===== src/rtl/dmem_adapter.sv =====
// Data-memory adapter: turns one pipeline load/store request into a single bus command,
// aligns store lanes, extracts and extends load lanes, and reports misaligned/illegal/timeout errors.
module dmem_adapter #(
  parameter int TIMEOUT = 255
) (
  input  logic        clk,
  input  logic        rst,
  input  logic        req_valid,
  input  logic [31:0] req_addr,
  input  logic [31:0] req_data,
  input  logic [1:0]  req_fcn,
  input  logic [2:0]  req_typ,
  output logic        req_ready,
  output logic        res_valid,
  output logic [31:0] res_data,
  output logic        res_err,
  output logic        bus_valid,
  input  logic        bus_ready,
  output logic        bus_we,
  output logic [29:0] bus_addr,
  output logic [31:0] bus_wdata,
  output logic [3:0]  bus_be,
  input  logic        bus_rvalid,
  input  logic [31:0] bus_rdata
);

  typedef enum logic [1:0] {IDLE = 2'd0, ISSUE = 2'd1, WAIT = 2'd2, RESP = 2'd3} state_t;

  localparam logic [1:0] M_XRD = 2'd0;
  localparam logic [1:0] M_XWR = 2'd1;
  localparam logic [2:0] MT_B  = 3'd0;
  localparam logic [2:0] MT_BU = 3'd1;
  localparam logic [2:0] MT_H  = 3'd2;
  localparam logic [2:0] MT_HU = 3'd3;
  localparam logic [2:0] MT_W  = 3'd4;
  localparam logic [2:0] MT_WU = 3'd5;
  localparam logic [7:0] TO_LAST = 8'(TIMEOUT - 1);

  state_t      state;
  logic [1:0]  off_q;
  logic [2:0]  typ_q;
  logic [7:0]  wait_cnt;

  function automatic logic req_bad(input logic [1:0] fcn, input logic [2:0] typ,
                                   input logic [1:0] a);
    logic bad;
    case (typ)
      MT_B, MT_BU: bad = 1'b0;
      MT_H, MT_HU: bad = a[0];
      MT_W, MT_WU: bad = (a != 2'b00);
      default:     bad = 1'b1;
    endcase
    return bad || (fcn != M_XRD && fcn != M_XWR);
  endfunction

  function automatic logic [3:0] lane_be(input logic [2:0] typ, input logic [1:0] a);
    case (typ)
      MT_B, MT_BU: return 4'b0001 << a;
      MT_H, MT_HU: return a[1] ? 4'b1100 : 4'b0011;
      MT_W, MT_WU: return 4'hF;
      default:     return 4'h0;
    endcase
  endfunction

  function automatic logic [31:0] lane_wdata(input logic [2:0] typ, input logic [31:0] d);
    case (typ)
      MT_B, MT_BU: return {4{d[7:0]}};
      MT_H, MT_HU: return {2{d[15:0]}};
      default:     return d;
    endcase
  endfunction

  // Byte/half lanes are picked by the captured low address bits, then extended.
  function automatic logic [31:0] load_ext(input logic [2:0] typ, input logic [1:0] a,
                                           input logic [31:0] rd);
    logic signed [7:0]  b_s;
    logic signed [15:0] h_s;
    b_s = rd[{a, 3'b000} +: 8];
    h_s = a[1] ? rd[31:16] : rd[15:0];
    case (typ)
      MT_B:    return 32'(b_s);
      MT_BU:   return {24'h0, b_s};
      MT_H:    return 32'(h_s);
      MT_HU:   return {16'h0, h_s};
      default: return rd;
    endcase
  endfunction

  assign req_ready = (state == IDLE);

  always_ff @(posedge clk or posedge rst) begin
    if (rst) begin
      state     <= IDLE;
      off_q     <= 2'b00;
      typ_q     <= 3'd0;
      wait_cnt  <= 8'd0;
      res_valid <= 1'b0;
      res_data  <= 32'h0;
      res_err   <= 1'b0;
      bus_valid <= 1'b0;
      bus_we    <= 1'b0;
      bus_addr  <= 30'h0;
      bus_wdata <= 32'h0;
      bus_be    <= 4'h0;
    end else begin
      case (state)
        IDLE: begin
          if (req_valid) begin
            off_q <= req_addr[1:0];
            typ_q <= req_typ;
            if (req_bad(req_fcn, req_typ, req_addr[1:0])) begin
              state     <= RESP;
              res_valid <= 1'b1;
              res_err   <= 1'b1;
              res_data  <= 32'h0;
            end else begin
              state     <= ISSUE;
              bus_valid <= 1'b1;
              bus_we    <= (req_fcn == M_XWR);
              bus_addr  <= req_addr[31:2];
              bus_be    <= lane_be(req_typ, req_addr[1:0]);
              bus_wdata <= (req_fcn == M_XWR) ? lane_wdata(req_typ, req_data) : 32'h0;
            end
          end
        end
        ISSUE: begin
          if (bus_ready) begin
            bus_valid <= 1'b0;
            wait_cnt  <= 8'd0;
            if (bus_we) begin
              state     <= RESP;
              res_valid <= 1'b1;
            end else begin
              state <= WAIT;
            end
          end
        end
        WAIT: begin
          if (bus_rvalid) begin
            state     <= RESP;
            res_valid <= 1'b1;
            res_data  <= load_ext(typ_q, off_q, bus_rdata);
          end else if (wait_cnt == TO_LAST) begin
            state     <= RESP;
            res_valid <= 1'b1;
            res_err   <= 1'b1;
            res_data  <= 32'h0;
          end else begin
            wait_cnt <= wait_cnt + 8'd1;
          end
        end
        RESP: begin
          state     <= IDLE;
          res_valid <= 1'b0;
          res_err   <= 1'b0;
          res_data  <= 32'h0;
          wait_cnt  <= 8'd0;
          bus_we    <= 1'b0;
          bus_addr  <= 30'h0;
          bus_wdata <= 32'h0;
          bus_be    <= 4'h0;
        end
        default: state <= IDLE;
      endcase
    end
  end

endmodule


===== config.mk =====
export PLATFORM = sky130hd
export DESIGN_NAME = dmem_adapter
export DESIGN_NICKNAME = d
export VERILOG_FILES = /design/src/rtl/dmem_adapter.sv
export SDC_FILE = /design/constraint.sdc
export NUM_CORES = 1
export LEC_CHECK = 0
export BUFFER_PORTS_ARGS = -buffer_cell sky130_fd_sc_hd__buf_2
export CAP_MARGIN = 20
export CORE_MARGIN = 2
export CORE_UTILIZATION = 30
export DETAILED_ROUTE_END_ITERATION = 12
export PLACE_DENSITY = 0.63
export SLEW_MARGIN = 30
export SYNTH_ARGS = -nofsm -noshare
export SYNTH_HDL_FRONTEND = slang
export SYNTH_SLANG_ARGS = --single-unit

===== constraint.sdc =====
create_clock -name clk -period 6.66 [get_ports clk]
set_input_delay 0 -clock clk [delete_from_list [all_inputs] [get_ports clk]]
set_output_delay 0 -clock clk [all_outputs]
set_load 0.01 [all_outputs]

## Word level (Yosys, flattened, before mapping)

Cells that the tools add are included.

- Output and inout port bits: 103
- Register bits: 117

- Muxes and demuxes: 50
- Add/sub/neg operators: 1
- Eq/ne operators: 23
- Shifts and indexed selects: 2
- Reduce and logical (&&, ||, !) cells: 22

Operators with widths:

| operator | count |
|---|---|
| 32-bit two-way mux | 7 |
| 32-bit one-hot mux with 2 select lines | 2 |
| 32-bit one-hot mux with 4 select lines | 1 |
| 32-bit one-hot mux with 3 select lines | 1 |
| 30-bit two-way mux | 2 |
| 30-bit one-hot mux with 2 select lines | 1 |
| 32-bit by 6-bit variable part select with 8-bit output | 1 |
| 8-bit two-way mux | 3 |
| 8-bit one-hot mux with 3 select lines | 1 |
| 16-bit two-way mux | 1 |
| 1-bit two-way mux | 15 |
| 2-bit != test (second input constant) | 7 |
| 3-bit by 2-bit == test with 1-bit output (second input constant) | 4 |
| 4-bit two-way mux | 3 |
| 4-bit one-hot mux with 3 select lines | 1 |
| 4-bit AND reduction | 3 |
| 2-bit two-way mux | 5 |
| 5-bit AND reduction | 2 |
| 8-bit by 1-bit adder with 8-bit output (second input constant) | 1 |
| 8-bit == test (second input constant) | 1 |
| 2-bit one-hot mux with 4 select lines | 1 |
| 4-bit one-hot mux with 2 select lines | 1 |
| 2-bit nonzero test | 4 |
| 3-bit by 1-bit == test with 1-bit output (second input constant) | 2 |
| other kinds (17) | 28 |

## Depth between registers and ports, before layout

Gate-level depths: netlist of the first run.

- Depth in word-level cells: 9
- Mapped depth: 7

## Worst setup path before layout of the first run

OpenSTA, ideal clock, no wires.

- Kind: register to register
- From: reg state[0]
- To: reg res_data[10]
- Arrival: 1.846 ns
- Clock period less this slack: 1.968 ns
- Required time: 6.538 ns
- Path slack: 4.692 ns
- Setup time: 0.122 ns
- Buffers on the path: 1
- Cell stages (with the launch flop): 8
- Path through: dfrtp_1 inv_1 ha_1 nor3b_1 a211oi_2 and2_1 buf_2 a32o_1

- Longest elaborated chain between the ends: 3

Ends and longest elaborated chain:

| what | line | source |
|---|---|---|
| start: declaration | 39 | `state_t state;` |
| start signal: assignment | 93 | `state <= IDLE;` |
| start signal: assignment | 112 | `state <= RESP;` |
| start signal: assignment | 117 | `state <= ISSUE;` |
| 2-bit zero test * | n/a |  |
| named net req_ready | 13 | `output logic req_ready,` |
| 2-bit by 1-bit != test with 1-bit output (no line) (tied with other cells) | n/a |  |
| 4-bit AND reduction (no line) | n/a |  |
| end signal: assignment | 142 | `res_data <= load_ext(typ_q, off_q, bus_rdata);` |
| end: declaration | 15 | `output logic [31:0] res_data,` |

The timed path passes the listed nets; every way through them passes the cells marked *.
A chain may end at the register's enable or synchronous reset.

## Worst setup path after layout of the first run

- From: reg state[1]
- To: reg bus_wdata[8]

- Longest elaborated chain between the ends: 3

Ends and longest elaborated chain:

| what | line | source |
|---|---|---|
| 2-bit == test / 2-bit zero test (equally long branches) | 106 | `case (state)` |
| 2-bit nonzero test (no line) / 2-bit != test (equally long branches) | n/a |  |
| 3-bit AND reduction (no line) | n/a |  |
| end signal: assignment | 122 | `bus_wdata <= (req_fcn == M_XWR) ? lane_wdata(req_typ, req_data) : 32'h0;` |
| end: declaration | 21 | `output logic [31:0] bus_wdata,` |

Parallel ways exist; a longest one is shown, timed or not.

==> metrics.txt, run 1 <==
outcome=finished clean; cell type with the highest occurrence count on the critical path=sky130_fd_sc_hd__inv_1; number of post-CTS setup repair buffers=0; Yosys cell types=52; H-tree depth=4; global-route wire length before repair=~28,000 µm; post-layout net count=between 900 and 1,000; clk buf depth=2; data required time of the worst path=6950 ps; complex-gate fraction of the synthesized area=between 20% and 30%; number of antenna violations at the first check in global routing=0; post-synthesis async set-or-reset flop share=100%; Final period util=a little over two fifths; Slew HR=45.8%; DR pass1 iterations=4; number of max-capacitance violations reported=0; detailed-routed wire length on met3=between 1000 and 1500 µm; most used flip-flop cell after synthesis=sky130_fd_sc_hd__dfrtp_1; list of cells traversed by the critical path=inv_1, ha_1, inv_1, a21boi_4, buf_4, mux2_2; Worst Hold Depth=4; hold_ws=approximately 15 ps; residual overflow from global routing=0; fin. max-slew vios=0; number of top-level pins=about 210; total routed wire length on the met1 layer=between 7000 and 8000 µm; setup violators final=0; largest net degree at the start of global routing=63; minimum period implied by the final worst setup slack=between 2000 and 3000 ps; violation count after the first detailed-routing iteration=between 200 and 300; core area=~19,000 µm²; residual antenna-violating net count after detailed routing=0; VDD IR max=approximately 0.20 mV; worst stage delay on the critical path=600 ps; highest signal layer in the routed design=met4; height of the die=approximately 140 µm; worst setup slack after placement=3750 ps; layout cells sized above 1=about a third; number of storage elements in the synthesis netlist=117; Worst Max-Slew Pin Slew=about 810 ps; leakage power total=4.29 nW; most frequent cells in the layout=sky130_fd_sc_hd__buf_2 (208), sky130_fd_sc_hd__dfrtp_1 (116), sky130_fd_sc_hd__dlygate4sd3_1 (95), sky130_fd_sc_hd__a21oi_1 (53), sky130_fd_sc_hd__inv_1 (41); number of hold violations in the final report=0; via density per instance=between 5 and 6; sequential cell area fraction in the yosys report=between 50 and 60%; yosys warns=0; total power=between 3 and 4 mW; data arrival time of the worst path=just over 3000 ps; DR vias=between 5,000 and 6,000; count of mapped cells out of synthesis=~530; final-layout setup total negative slack=0 ps; clock-pin transition on the worst setup and hold timing paths=60 ps; mean post-synth cell area=10.9 µm²; Power Density=~390 nW/µm²; library cell used as clock root buffer=sky130_fd_sc_hd__clkbuf_16; most frequent standard cell in the layout excluding fill and tap cells=sky130_fd_sc_hd__buf_2; crit start category=flop; worst min path class=in -> reg; CTS tree=built; Layout area overhead=48.4%; die width=142 µm; combined global-route utilization of all metal layers=18.0%; utilization after layout=between 40% and 50%; XOR/XNOR share of the synthesized area=0%; Crit Path Category=reg -> reg; Port Buf Inserts=208; area share of fa/ha/maj cells after synthesis=~1.7%; dominant combinational cell family by area after synthesis=compound AO/OA/AOI/OAI gates; EDFF count, synth=0; clock latency at the later pin of the worst-skew pair=roughly 410 ps; final critical-path setup slack=~3900 ps; endpoint kind of the worst setup timing path=flop; DRC violation count after routing=0; Post-Synth Simple-Gate Area=~8.5%; critical-path maximum fanout=46; Fill cells=1,740; f_max=358 MHz; standard-cell row count=50; clock sink count=around 120; final routed wirelength across all metal layers=~18,000 µm; Die Area=a little over 20,000 µm²; CTS Buf Count=17; antenna cells=0; post-synthesis instance area=around 5700 µm²; vias in the first global route=between 5,000 and 6,000; Worst Skew=approximately 9.7 ps; Syn Nets=about 640; met2 layer wire length in the routed design=8870 µm; DPL Wire Length=12,000 µm; unrepaired setup endpoints after global routing=no; drt wl/cell=17.1 µm; logic depth of the worst register-to-register path=6; Routability Congestion=0.817; multiplexer share of the synthesized area=under 10%; critical-path cell with the highest stage delay=sky130_fd_sc_hd__a21boi_4; effective utilization at floorplan=about 31%
## Yosys cell counts (2+ instances only)
cell / instances / area [µm²]
sky130_fd_sc_hd__dfrtp_1: 117 / 2930
sky130_fd_sc_hd__a21oi_1: 53 / 265
sky130_fd_sc_hd__inv_1: 42 / 158
sky130_fd_sc_hd__a22o_1: 38 / 333
sky130_fd_sc_hd__mux2_2: 27 / 304
sky130_fd_sc_hd__o21ai_0: 25 / 125
sky130_fd_sc_hd__o2bb2ai_1: 24 / 210
sky130_fd_sc_hd__mux2i_1: 19 / 190
sky130_fd_sc_hd__nand2_1: 19 / 71.3
sky130_fd_sc_hd__nor2_1: 19 / 71.3
sky130_fd_sc_hd__clkbuf_1: 14 / 52.6
sky130_fd_sc_hd__nand2b_1: 12 / 75.1
sky130_fd_sc_hd__nand3_1: 11 / 55.1
sky130_fd_sc_hd__or3_1: 9 / 56.3
sky130_fd_sc_hd__a32o_1: 8 / 80.1
sky130_fd_sc_hd__buf_2: 8 / 40.0
sky130_fd_sc_hd__ha_1: 8 / 100
sky130_fd_sc_hd__o32ai_1: 8 / 70.1
sky130_fd_sc_hd__o31ai_1: 6 / 45.0
sky130_fd_sc_hd__buf_6: 5 / 56.3
sky130_fd_sc_hd__mux2_1: 5 / 56.3
sky130_fd_sc_hd__a21o_1: 4 / 30.0
sky130_fd_sc_hd__or4_1: 4 / 30.0
sky130_fd_sc_hd__and3_1: 3 / 18.8
sky130_fd_sc_hd__buf_4: 3 / 22.5
sky130_fd_sc_hd__nand4_1: 3 / 18.8
sky130_fd_sc_hd__nor2b_1: 3 / 18.8
sky130_fd_sc_hd__o211ai_1: 3 / 22.5
sky130_fd_sc_hd__a31o_2: 2 / 17.5
sky130_fd_sc_hd__nor3_1: 2 / 10.0
sky130_fd_sc_hd__nor3b_1: 2 / 15.0
## worst max-delay path: cells and delay by family, from the launching register on
kind | cells | cell delay, ps
buffers and inverters | 3 | 920
multiplexers | 1 | 400
adder cells (fa/ha/maj) | 1 | 330
flip-flops | 1 | 410
AO/OA/AOI/OAI | 1 | 600
## layer usage
metal,up-vias,track usage (%)
li1,2529,-
met5,-,0
met1,2592,21.9
met3,20,5.45
met2,198,30.4
met4,0,6.10
## worst paths after layout
check | startpoint | to | slack, ps
setup / recovery | state[1]$_DFFE_PP0P_ | bus_wdata[8]$_DFFE_PP0P_ | 3860
hold / removal | req_data[30] | bus_wdata[30]$_DFFE_PP0P_ | 20
setup reg to reg | state[1]$_DFFE_PP0P_ | bus_wdata[8]$_DFFE_PP0P_ | 3860
hold reg to reg | bus_wdata[16]$_DFFE_PP0P_ | bus_wdata[16]$_DFFE_PP0P_ | 480
max in group asynchronous | rst | bus_addr[10]$_DFFE_PP0P_ | 5130
min in group asynchronous | rst | res_data[21]$_DFFE_PP0P_ | 300
## repair_timing
action                                  CTS  global route
gates resized for setup                   0             0
hold endpoints to repair                152             0
endpoints found under the setup margin    0             0
hold buffers                             95             0
## layout make-up
type                       instances  area, µm²  area share (%)
sequential                       117       2930            34.4
multi-input combinational        336       2490            29.3
timing repair buffer             306       2010            23.6
clock buffer                      20        457            5.36
tap                              234        293            3.43
clock inverter                    12        178            2.08
inverter                          42        160            1.88
## metrics by stage
stage               cells  cell area (µm²)
finish               1067             8520
CTS                  1067             8520
global placement      940             6930
detailed placement    940             6930
global route         1067             8520
floorplan             527             5740
## sequential cells by signal, summed over array words and instances, names as in the netlist, 2 cells and up
signal and count:
off_q 2, typ_q 3, wait_cnt 8, state 2, bus_be 4, bus_addr 30, res_data 32, bus_wdata 32
## where the power goes
| part | internal (mW) | switching (mW) | total (mW) |
|---|---|---|---|
| registers | 0.920 | 0.181 | 1.10 |
| logic | 0.521 | 0.711 | 1.23 |
| clock network | 0.645 | 0.340 | 0.985 |
| total | 2.09 | 1.23 | 3.32 |
## cells by family after synthesis
group | Yosys count
AO/OA/AOI/OAI | 183
flip-flops | 117
AND/OR/NAND/NOR | 93
buffers and inverters | 74
multiplexers | 52
adder cells (fa/ha/maj) | 8
Power figures use the tool's default switching activity.
==> run 2, diff against run 1 <==
clock period = 2.9 ns   (was 6.66 ns; I/O delays follow)
==> run 2 against run 1 <==
Highest routed layer unchanged. Flip-flop and latch count did not move. Die area did not move. Non-clock buffer count rose by 8. Utilization rose by 0.62 points. Register-to-register slack got worse by 3300 ps. Largest cell class unchanged. Critical endpoint is now res_data[26]$_DFFE_PP0P_. Fmax rose by 19%. Via count fell by 1.1%. First-iteration DRC count fell by 24%.
==> metrics.txt, run 2 (synthesis gave the netlist of run 1 again) <==
number of top-level pins=209 (unchanged); part of the power in the clock network=30.7% (+1.0 points); Die Area=20,300 µm² (unchanged); unrepaired setup endpoints after global routing=no; number of hold violations in the final report=0 (unchanged); violation count after the first detailed-routing iteration=217 (-24%); standard-cell row count=50 (unchanged); final-layout setup total negative slack=0 ps (unchanged); height of the die=142 µm (unchanged); die width=142 µm (unchanged); Largest regs=bus_wdata: 32 flops, res_data: 32 flops, bus_addr: 30 flops; effective utilization at floorplan=30.6% (unchanged); minimum period implied by the final worst setup slack=2360 ps (-439 ps); beginning of the worst register-to-register path=state[1]$_DFFE_PP0P_; residual overflow from global routing=0 (unchanged); clk buf depth=2 (unchanged); Power Density=903 nW/µm² (+130%); r2r setup slk=540 ps (-3320 ps); drt wl/cell=16.9 µm (-1.0%); DRC violation count after routing=0 (unchanged); combined global-route utilization of all metal layers=18.0% (about the same); setup violators final=0 (unchanged); DR pass1 iterations=4 (unchanged); layout cells sized above 1=33.9% (-0.21 points); via density per instance=4.91 (-1.8%); Worst Skew=9.50 ps (-0.220 ps); most frequent cells in the layout=sky130_fd_sc_hd__buf_2 (208), sky130_fd_sc_hd__dfrtp_1 (117), sky130_fd_sc_hd__dlygate4sd3_1 (95), sky130_fd_sc_hd__a21oi_1 (53), sky130_fd_sc_hd__inv_1 (41); CTS Buf Count=17 (unchanged); clock sink count=117 (unchanged); DR vias=5,282 (-1.1%); post-CTS resize count=0 (unchanged); hold_ws=9.27 ps (-5.84 ps); most frequent standard cell in the layout excluding fill and tap cells=sky130_fd_sc_hd__buf_2; number of antenna violations at the first check in global routing=0 (unchanged); Crit Path Category=reg -> reg; Final period util=81.3% (+39 points); final routed wirelength across all metal layers=18,200 µm (-0.29%); number of cells in the design after placement=947 (+0.74%); leakage power total=4.36 nW (+1.6%); data required time of the worst path=3170 ps (-3780 ps); core area=18,800 µm² (unchanged); Non-Filler Instances=1,075 (+0.75%); fin. max-slew vios=0 (unchanged); crit start category=flop; Routability Congestion=0.828 (+1.2%); f_max=424 MHz (+19%); Layout area overhead=50.4%; Comb power frac=38.0% (+0.9 points); CTS tree=built; VDD IR max=0.428 mV (+110%); Sw Share=35.6% (-1.5 points); worst flop-to-flop path endpoint=res_data[26]$_DFFE_PP0P_; residual antenna-violating net count after detailed routing=0 (unchanged); clock latency at the later pin of the worst-skew pair=410 ps (about the same); outcome=finished clean; Port Buf Inserts=208 (unchanged); Worst Max-Slew Pin Slew=808 ps (-5.64 ps); Pint=5.03 mW (+140%); H-tree depth=4 (unchanged); worst min path class=in -> reg; origin of the worst setup path=state[1]$_DFFE_PP0P_; logic depth of the worst register-to-register path=6 (unchanged); largest net degree at the start of global routing=68 (+7.9%); portion of total power attributed to sequential cells=31.2% (-2.0 points); Critical Path Sink=res_data[26]$_DFFE_PP0P_; antenna cells=0 (unchanged); global-route wire length before repair=28,600 µm (+0.63%); Slew HR=46.0% (+0.27 points); clock-pin transition on the worst setup and hold timing paths=60 ps (about the same); Switching Power=2.78 mW (+130%); vias in the first global route=5,452 (+0.66%); data arrival time of the worst path=2620 ps (-470 ps); post-layout net count=942 (+0.86%); endpoint kind of the worst setup timing path=flop; critical-path maximum fanout=16 (-65%); number of max-capacitance violations reported=0 (unchanged); number of post-CTS setup repair buffers=0 (unchanged); library cell used as clock root buffer=sky130_fd_sc_hd__clkbuf_16; DPL Wire Length=12,000 µm (+0.35%); Fill cells=1,742 (+0.11%)
[run 2: cell types whose count changed in the layout (fill, tap and decap cells not counted), moves of 2 or more]
cell and delta:
sky130_fd_sc_hd__clkinv_4 -2, sky130_fd_sc_hd__bufinv_16 +2, sky130_fd_sc_hd__buf_12 +3, sky130_fd_sc_hd__buf_4 +5, sky130_fd_sc_hd__clkinvlp_4 -2, sky130_fd_sc_hd__clkbuf_1 +3
[run 2: worst min path at each step]
stage                       from                         to  slack, ps  depth (start not counted)
CTS                 req_data[31]  bus_wdata[31]$_DFFE_PP0P_        0.5                          4
finish              req_data[31]  bus_wdata[31]$_DFFE_PP0P_          9                          4
global route        req_data[14]  bus_wdata[14]$_DFFE_PP0P_         20                          4
floorplan            req_addr[2]    bus_addr[0]$_DFFE_PP0P_        130                          1
detailed placement  req_addr[14]   bus_addr[12]$_DFFE_PP0P_        220                          2
global placement             rst      bus_be[1]$_DFFE_PP0P_        220                          2
[run 2: metrics by stage]
stage | setup WS [ps] | cell area, µm² | util [%] | power, mW
2_1_floorplan | 932 | 5750 | - | 4.34
3_3_place_gp | 692 | 7000 | 37.3 | 5.30
3_5_place_dp | 574 | 7000 | 37.3 | 5.33
4_1_cts | 546 | 8620 | 45.9 | 7.88
5_1_grt | 234 | 8640 | 46.0 | 8.32
6_report | 543 | 8640 | 46.0 | 7.80
[run 2: repair_timing]
action,CTS,global route
endpoints found under the setup margin,0,0
hold buffers,95,0
endpoints found under the hold margin,126,0
[run 2: worst max-delay path: stages, from the launching register on]
cell,delay [ps]
sky130_fd_sc_hd__dfrtp_1,410
sky130_fd_sc_hd__inv_1,150
sky130_fd_sc_hd__ha_1,350
sky130_fd_sc_hd__nor3b_1,460
sky130_fd_sc_hd__a211oi_2,180
sky130_fd_sc_hd__nand3_1,500
sky130_fd_sc_hd__o2bb2ai_1,170
[run 2: power by group through the flow]
stage / clock network [mW] / logic, mW / registers (mW)
after CTS: 2.46 / 2.98 / 2.44
after global routing: 2.54 / 3.28 / 2.51
after detailed placement: 0 / 2.87 / 2.46
after floorplan: 0 / 1.75 / 2.60
final: 2.40 / 2.97 / 2.44
after global placement: 0 / 2.84 / 2.46
[run 2: cell type report]
type	instances	area (µm²)	area share, %
clock inverter	9	198	2.29
timing repair buffer	314	2110	24.4
clock buffer	23	468	5.42
sequential	117	2930	33.9
tap	234	293	3.39
inverter	42	161	1.87
multi-input combinational	336	2480	28.7
[run 2: per-layer routing]
metal  up-vias  wire length [µm]  GRT usage [%]
met5         -                 0              0
met4         0               164           4.22
met3        19              1190           5.85
met2       171              8910           30.5
met1      2546              7940           22.4
li1       2546                 -              -
